File: config.mk
export PLATFORM = sky130hd
export DESIGN_NAME = target_round_controller
export DESIGN_NICKNAME = d
export VERILOG_FILES = /design/src/rtl/target_round_controller.sv
export SDC_FILE = /design/constraint.sdc
export NUM_CORES = 1
export LEC_CHECK = 0
export BUFFER_PORTS_ARGS = -buffer_cell sky130_fd_sc_hd__clkbuf_2
export CAP_MARGIN = 10
export CORE_ASPECT_RATIO = 1.4
export CORE_MARGIN = 2
export CORE_UTILIZATION = 60
export DETAILED_ROUTE_END_ITERATION = 10
export HOLD_SLACK_MARGIN = 0.12
export PLACE_DENSITY = 0.95
export SLEW_MARGIN = 10
export SYNTH_ARGS = -nofsm -noshare
export SYNTH_HDL_FRONTEND = slang
export SYNTH_SLANG_ARGS = --single-unit
File: constraint.sdc
create_clock -name clk -period 3.8 [get_ports clk]
set_input_delay 0.19 -clock clk [delete_from_list [all_inputs] [get_ports clk]]
set_output_delay 0.19 -clock clk [all_outputs]
set_load 0.03 [all_outputs]
File: src/rtl/target_round_controller.sv
// Round sequencer for the billiard target mini-game: owns the target pocket, shots and score,
// and feeds buffered pocket events to the correct-target checker one at a time.
module target_round_controller #(
   parameter int          SHOTS         = 10,
   parameter int          POINTS        = 1,
   parameter int          SETTLE_CYCLES = 4,
   parameter logic [10:0] TABLE_LEFT    = 11'd40,
   parameter logic [10:0] TABLE_RIGHT   = 11'd600,
   parameter logic [10:0] TABLE_TOP     = 11'd64,
   parameter logic [10:0] TABLE_BOTTOM  = 11'd416
) (
   input  logic        clk,
   input  logic        resetN,
   input  logic        startGame,
   input  logic        shotFired,
   input  logic        ballsMoving,
   input  logic        col1Hole,
   input  logic        col2Hole,
   input  logic        col3Hole,
   input  logic        col4Hole,
   input  logic        correctTarget,
   output logic        increasePoint,
   output logic [3:0]  holeSel,
   output logic [10:0] targetX,
   output logic [10:0] targetY,
   output logic [7:0]  score,
   output logic [3:0]  shotsLeft,
   output logic        gameOver
);

   typedef enum logic [2:0] {
      IDLE, AIM, ROLLING, ISSUE, CHECK, END_SHOT, GAME_OVER
   } state_t;

   localparam logic [11:0] MID_SUM    = {1'b0, TABLE_LEFT} + {1'b0, TABLE_RIGHT};
   localparam logic [10:0] TABLE_MID  = MID_SUM[11:1];
   localparam logic [7:0]  SETTLE_MAX = 8'(SETTLE_CYCLES);
   localparam logic [3:0]  SHOTS_INIT = 4'(SHOTS);
   localparam logic [8:0]  POINTS_W   = 9'(POINTS);

   function automatic logic [10:0] pocketX(input logic [2:0] idx);
      case (idx)
         3'd0, 3'd3: pocketX = TABLE_LEFT;
         3'd1, 3'd4: pocketX = TABLE_MID;
         default:    pocketX = TABLE_RIGHT;
      endcase
   endfunction

   function automatic logic [10:0] pocketY(input logic [2:0] idx);
      pocketY = (idx < 3'd3) ? TABLE_TOP : TABLE_BOTTOM;
   endfunction

   state_t      state;
   logic [3:0]  pending;
   logic [2:0]  rrCnt;
   logic [2:0]  tgtIdx;
   logic        hitFlag;
   logic [7:0]  settleCnt;

   logic [3:0]  holes;
   logic [3:0]  pendMerged;
   logic [3:0]  lowBit;
   logic [8:0]  scoreSum;
   logic [2:0]  nextIdx;

   assign holes      = {col4Hole, col3Hole, col2Hole, col1Hole};
   assign pendMerged = pending | holes;
   // Isolate the lowest set bit so col1 always wins when several pockets are waiting.
   assign lowBit     = pendMerged & (~pendMerged + 4'd1);
   assign scoreSum   = {1'b0, score} + POINTS_W;
   assign nextIdx    = (rrCnt == tgtIdx) ? ((tgtIdx == 3'd5) ? 3'd0 : tgtIdx + 3'd1) : rrCnt;

   always_ff @(posedge clk or negedge resetN) begin
      if (!resetN) begin
         state         <= IDLE;
         pending       <= 4'd0;
         rrCnt         <= 3'd0;
         tgtIdx        <= 3'd0;
         hitFlag       <= 1'b0;
         settleCnt     <= 8'd0;
         increasePoint <= 1'b0;
         holeSel       <= 4'd0;
         targetX       <= TABLE_LEFT;
         targetY       <= TABLE_TOP;
         score         <= 8'd0;
         shotsLeft     <= SHOTS_INIT;
         gameOver      <= 1'b0;
      end else begin
         rrCnt         <= (rrCnt == 3'd5) ? 3'd0 : rrCnt + 3'd1;
         increasePoint <= 1'b0;
         holeSel       <= 4'd0;

         if (state == ROLLING && !ballsMoving && pendMerged == 4'd0)
            settleCnt <= (settleCnt == SETTLE_MAX) ? settleCnt : settleCnt + 8'd1;
         else
            settleCnt <= 8'd0;

         case (state)
            IDLE, GAME_OVER: begin
               if (startGame) begin
                  score     <= 8'd0;
                  shotsLeft <= SHOTS_INIT;
                  tgtIdx    <= 3'd0;
                  targetX   <= TABLE_LEFT;
                  targetY   <= TABLE_TOP;
                  hitFlag   <= 1'b0;
                  pending   <= 4'd0;
                  gameOver  <= 1'b0;
                  state     <= AIM;
               end
            end
            AIM: begin
               if (shotFired) begin
                  shotsLeft <= shotsLeft - 4'd1;
                  state     <= ROLLING;
               end
            end
            // Events seen this cycle go straight to ISSUE so the checker request appears next cycle.
            ROLLING: begin
               pending <= pendMerged;
               if (pendMerged != 4'd0) begin
                  increasePoint <= 1'b1;
                  holeSel       <= lowBit;
                  state         <= ISSUE;
               end else if (settleCnt == SETTLE_MAX) begin
                  state <= END_SHOT;
               end
            end
            ISSUE: begin
               pending <= (pending & ~holeSel) | holes;
               state   <= CHECK;
            end
            CHECK: begin
               pending <= pendMerged;
               if (correctTarget) begin
                  score   <= (scoreSum > 9'd255) ? 8'd255 : scoreSum[7:0];
                  hitFlag <= 1'b1;
               end
               state <= ROLLING;
            end
            END_SHOT: begin
               if (hitFlag) begin
                  tgtIdx  <= nextIdx;
                  targetX <= pocketX(nextIdx);
                  targetY <= pocketY(nextIdx);
                  hitFlag <= 1'b0;
               end
               if (shotsLeft == 4'd0) begin
                  gameOver <= 1'b1;
                  state    <= GAME_OVER;
               end else begin
                  state <= AIM;
               end
            end
            default: state <= IDLE;
         endcase
      end
   end

endmodule

; ---- Word-level counts from Yosys, hierarchy flattened
; Cells that the tools add are included.
[totals]
reg_bits = 62
inputBits = 10
wordCells = 111
[classes]
add_sub_neg = 6
order_cmp = 2
n_eq_ne = 20
muxes = 40
n_bitwise = 6
reduce_logical = 24
[op_table]
columns = operator, n
row1 = two-way mux 11 bit, 4
row2 = case mux 11 bit (2 select lines), 2
row3 = two-way mux 8 bit, 5
row4 = two-way mux 3 bit, 10
row5 = two-way mux 4 bit, 5
row6 = case mux 10 bit (2 select lines), 1
row7 = "== test 3 bit, second input constant", 6
row8 = case mux 3 bit (6 select lines), 1
row9 = AND reduction 3 bit, 6
row10 = case mux 8 bit (2 select lines), 1
row11 = "inequality test 2 bit, second input constant", 6
row12 = case mux 4 bit (3 select lines), 1
row13 = "adder 8 x 1 -> 9 bit, second input constant", 1
row14 = "== test 3 x 2 -> 1 bit, second input constant", 3
row15 = "> comparator 9 x 8 -> 1 bit, second input constant", 1
row16 = two-way mux 9 bit, 1
row17 = "adder 8 x 1 -> 8 bit, second input constant", 1
row18 = AND 4 bit, 2
row19 = "== test 8 x 3 -> 1 bit, second input constant", 1
row20 = zero test 4 bit, 2
row21 = NOT 4 bit, 2
row22 = bitwise OR 4 bit, 2
row23 = case mux 4 bit (2 select lines), 1
row24 = OR reduction 2 bit, 4
row25 = other kinds (18), 29

; ---- Depth between registers and ports, before layout
[depth]
ltp_word = 8
depth_mapped = 7
ltp_nobuf = 7

; ---- Least setup slack after synthesis
; No wires, ideal clock.
[synth_path]
kind = register to register
startpoint = reg score[0]
endpoint = reg score[4]
arrival_time_ps = 1523
slack_ps = 2123
stages_incl_launch_ff = 6
n_path_buf = 0
synth_period_minus_slack_ps = 1677
cell_sequence = dfrtp_1 ha_1 a2111oi_0 nor3b_1 nand2_1 o311ai_0
[synth_between]
elab_chain_cells = 5
[synth_rtl]
columns = element, line
row1 = "start, declared", 26  ; output logic [7:0] score,
row2 = "start signal, assigned", 136  ; score <= (scoreSum > 9'd255) ? 8'd255 : scoreSum[7:0];
row3 = adder 8 x 1 -> 9 bit *, 70  ; assign scoreSum = {1'b0, score} + POINTS_W;
row4 = > comparator 9 x 8 -> 1 bit, 136
row5 = two-way mux 8 bit *, 136
row6 = two-way mux 8 bit *, 135  ; if (correctTarget) begin
row7 = case mux 8 bit (2 select lines) *, 98  ; case (state)
; Every way passes the cells marked *; elsewhere a longest branch is shown, timed or not. The select of a mux whose other input is x is not followed.
; A chain may end at the register's enable or synchronous reset.

; ---- Worst setup path in the final report
[layout_path]
startpoint = reg state[0]
endpoint = reg state[1]
[layout_between]
elab_chain_cells = 4
[layout_rtl]
columns = element, line
row1 = "start, declared", 53  ; state_t state;
row2 = "start signal, assigned", 75  ; state <= IDLE;
row3 = "start signal, assigned", 109  ; state <= AIM;
row4 = "start signal, assigned", 115  ; state <= ROLLING;
row5 = == test 3 bit / zero test 3 bit (equally long branches), 98
row6 = OR reduction 2 bit, 98
row7 = inequality test 2 bit (no line), n/a
row8 = AND reduction 3 bit (no line), n/a
; Several ways; a longest one is shown, not always the timed one.

==> flow_summary_export.csv <==
group,metric,value,unit
floorplan,die_width,60.1,um
detailed_routing,ant_nets,0,
detailed_routing,route.detailed.drc,0,
synthesis,syn_area_per_cell,9.42,um2
floorplan,start_util,0.625,
global_route,globalRouteTotalUtil,0.228,
detailed_routing,drtIter0Drc,125,
timing,fmax,504,MHz
floorplan,die_y,82.6,um
power,cellLeakagePower,1.37,nW
detailed_routing,num_vias,2157,
global_route,overflow,0,
clock_network,cts_post_setup_buffers_inserted,0,
timing,worst_slew_pin_slew,622,ps
power,power_density,597,mW/mm2
timing,setup_slack,1820,ps
detailed_routing,drtPass1Iterations,5,
setup_path,worst_path_max_delay_cell,"dfrtp_1",
timing,final.period_utilization,0.522,
setup_path,cell_count_of_the_worst_reg_to_reg_path,5,
floorplan,core_footprint,0.00424,mm2
global_route,antenna_found_initial,0,
layout,layout.cells.most_common_list,"dfrtp_1, clkbuf_2, nor2_1",
setup_path,critical_path_s_largest_stage_delay,750,ps
setup_path,last_element_of_the_critical_path,"state[1]$_DFFE_PN0P_",
timing,timing.final.max_slew_violations,0,
synthesis,yosys.cell_types.count,58,
setup_path,path_cells,"mux2i_1 -> o2bb2ai_1 -> a41o_1 -> nor4_2 -> a211o_1",
setup_path,critical_path_arrival,2170,ps
layout,layoutNonFillerInstCount,375,
synthesis,netlist.area_leader.share,0.397,
synthesis,yosysSeqAreaShare,0.447,
global_route,grt_max_degree,48,
setup_path,crit_fanout,23,
placement,placement.setup.worst_slack,1870,ps
detailed_routing,finalWirelength,5360,um
clock_network,cts-root-to-sink-buffers,2,
timing,setup_viol,0,
clock_network,cts_inserted_buffers,5,
layout,layout_commonest_cell,"dfrtp_1",
timing,totalNegativeSetupSlack,0,ps
min_path,min_delay_path_depth,2,
placement,placed_cells,365,
setup_path,setup.reg_to_reg.worst_slack,1820,ps
power,vdd_drop_max,0.000439,V
layout,antenna_cells,0,
synthesis,synth_edf_count,0,
synthesis,post_synthesis_cell_type_with_the_largest_combined_area,"dfrtp_1",
setup_path,crit-reg2reg-capture,"state[1]$_DFFE_PN0P_",
synthesis,ys.warnings.count,0,
run_status,outcome,"finished clean",
synthesis,synthCells,281,
clock_network,clkSlewWorstSetupHoldPaths,90,ps
clock_network,clk_lat_worst_skew,300,ps
timing,fin_skew,8.85,ps
timing,report.final.hold_viol_count,0,
global_route,via_count_of_the_first_global_routing_pass,1933,
synthesis,synth_flop_type,"dfrtp_1",
min_path,hp-class,"in -> reg",
setup_path,worst_setup_path_start_kind,"flip-flop",
synthesis,synth-seq-cells,47,
setup_path,cp_num_cells,5,
timing,timing.max_slew.rel_slack,0.585,
clock_network,cts_num_sinks,47,
synthesis,synth_area,0.00265,mm2
floorplan,num_rows,28,
clock_network,h_tree_lvl_count,2,
setup_path,crit-reg2reg-launch,"state[0]$_DFFE_PN0P_",
timing,layout_min_cycle_time,1980,ps
timing,grt_setup_unrepaired,"false",
setup_path,required,3990,ps
synthesis,async_flop_share,1.00,
layout,final.fill_count,341,
detailed_routing,routed_via_density,5.75,
setup_path,worst-path-buf-inv,0,
floorplan,fp.dieArea,0.00497,mm2
global_route,global_route_wire_length_before_repair,8580,um
layout,fin_nets,330,
setup_path,startpoint,"state[0]$_DFFE_PN0P_",
synthesis,netlist_top_cells_area,"dfrtp_1, dfstp_2, nor2_1",
power,post-layout-total-power,1.73,mW
placement,place.port_buffers,37,
clock_network,cts_tree,"built",
floorplan,pin_count,50,
layout,drive_gt1_frac,0.187,
job,maxCapViolations,0,
placement,finalWeightedCongestion,0.833,
placement,dp_hpwl,3860,um
detailed_routing,wl_per_cell,14.3,um
layout,area_growth_syn_to_layout,9.26,%
setup_path,timing.critical_path.max_delay_family,"flip-flops",
setup_path,crit_path_category,"reg -> reg",
setup_path,cp-end-kind,"flip-flop",
layout,final_core_util,0.682,
clock_network,cts.root.buffer_cell,"clkbuf_8",
## layout make-up
| type | instances | area [um2] | area share |
|---|---|---|---|
| Multi-Input combinational cell | 204 | 1280 | 0.442 |
| Sequential cell | 47 | 1180 | 0.409 |
| Timing Repair Buffer | 40 | 213 | 0.0735 |
| Tap cell | 60 | 75.1 | 0.0260 |
| Clock buffer | 6 | 72.6 | 0.0251 |
| Inverter | 16 | 60.1 | 0.0208 |
| Clock inverter | 2 | 12.5 | 0.00433 |
## worst reg2reg max path: stages, from the launching register on
cell and delay, ps:
dfrtp_1 750, mux2i_1 320, o2bb2ai_1 220, a41o_1 230, nor4_2 70, a211o_1 280
## routing by layer
layer  vias up  part of all wire  global-route usage  wire length [um]
met5         -                 0                   0                 0
met4         0             0.015              0.0556                81
met3        11             0.032              0.0421               174
met2        53              0.57               0.429              3060
met1      1063              0.38               0.260              2050
li1       1030                 -                   -                 -
## worst min path at each step
| stage | end | startpoint |
|---|---|---|
| 2_1_floorplan | gameOver$_DFFE_PN0P_ | resetN |
| 3_3_place_gp | score[5]$_DFFE_PN0P_ | resetN |
| 3_5_place_dp | score[5]$_DFFE_PN0P_ | resetN |
| 4_1_cts | pending[3]$_DFFE_PN0P_ | col4Hole |
| 5_1_grt | pending[3]$_DFFE_PN0P_ | col4Hole |
| 6_report | pending[3]$_DFFE_PN0P_ | col4Hole |
## stage by stage
| stage | cell area, um2 | hold slack [ps] |
|---|---|---|
| after floorplan | 2690 | -106 |
| after global placement | 2790 | 311 |
| after detailed placement | 2790 | 313 |
| after CTS | 2890 | 151 |
| after global routing | 2890 | 160 |
| final | 2890 | 152 |
## kinds of logic (layout without fill, tap and decap cells)
logic type / Yosys count / in the layout / synth area share
AO/OA/AOI/OAI: 70 / 70 / 0.182
XOR/XNOR: 10 / 10 / 0.0359
adder cells (fa/ha/maj): 6 / 6 / 0.0284
buffers and inverters: 41 / 64 / 0.0865
flip-flops: 47 / 47 / 0.447
multiplexers: 5 / 5 / 0.0208
other: 1 / 12 / 0.00142
AND/OR/NAND/NOR: 101 / 101 / 0.198
## flip-flops by register name, indices dropped and copies added, names as in the netlist
signal / count
score: 8
settleCnt: 8
targetX: 5
holeSel: 4
pending: 4
shotsLeft: 4
rrCnt: 3
state: 3
tgtIdx: 3
targetY: 2
gameOver: 1
hitFlag: 1
increasePoint: 1
## synth_stat cells (2+ instances only)
cell type and instances:
and3_1 5, or3_1 2, o211ai_1 3, a21o_1 4, nor3b_1 2, o21ai_0 16, ha_1 6, nor2_1 35
buf_2 6, mux2i_1 4, buf_4 16, dfrtp_1 42, xnor2_1 3, o2bb2ai_1 3, a41o_1 2, nand2b_1 6
dfstp_2 5, and2_1 2, clkbuf_1 2, nor3_1 8, a21boi_0 2, a22o_1 2, nand4_1 4, a21oi_1 15
inv_1 16, xor2_1 6, o21bai_1 3, a32oi_1 2, nor2b_1 2, nand3_1 12, nand2_1 16, a31oi_1 2
o22a_1 2
## timing repair
| item | 4_1_cts | 5_1_grt |
|---|---|---|
| resized for setup | 0 | 0 |
| hold buffers | 2 | 0 |
| hold endpoints to repair | 43 | 0 |
## power breakdown
part           internal, mW  total (mW)  leakage [nW]  switching (mW)
Combinational         0.242       0.675         0.709           0.433
Clock                 0.129       0.296        0.0412           0.167
Sequential            0.610       0.755         0.619           0.145
Total                 0.981        1.73          1.37           0.745
Power figures use the tool's default switching activity.
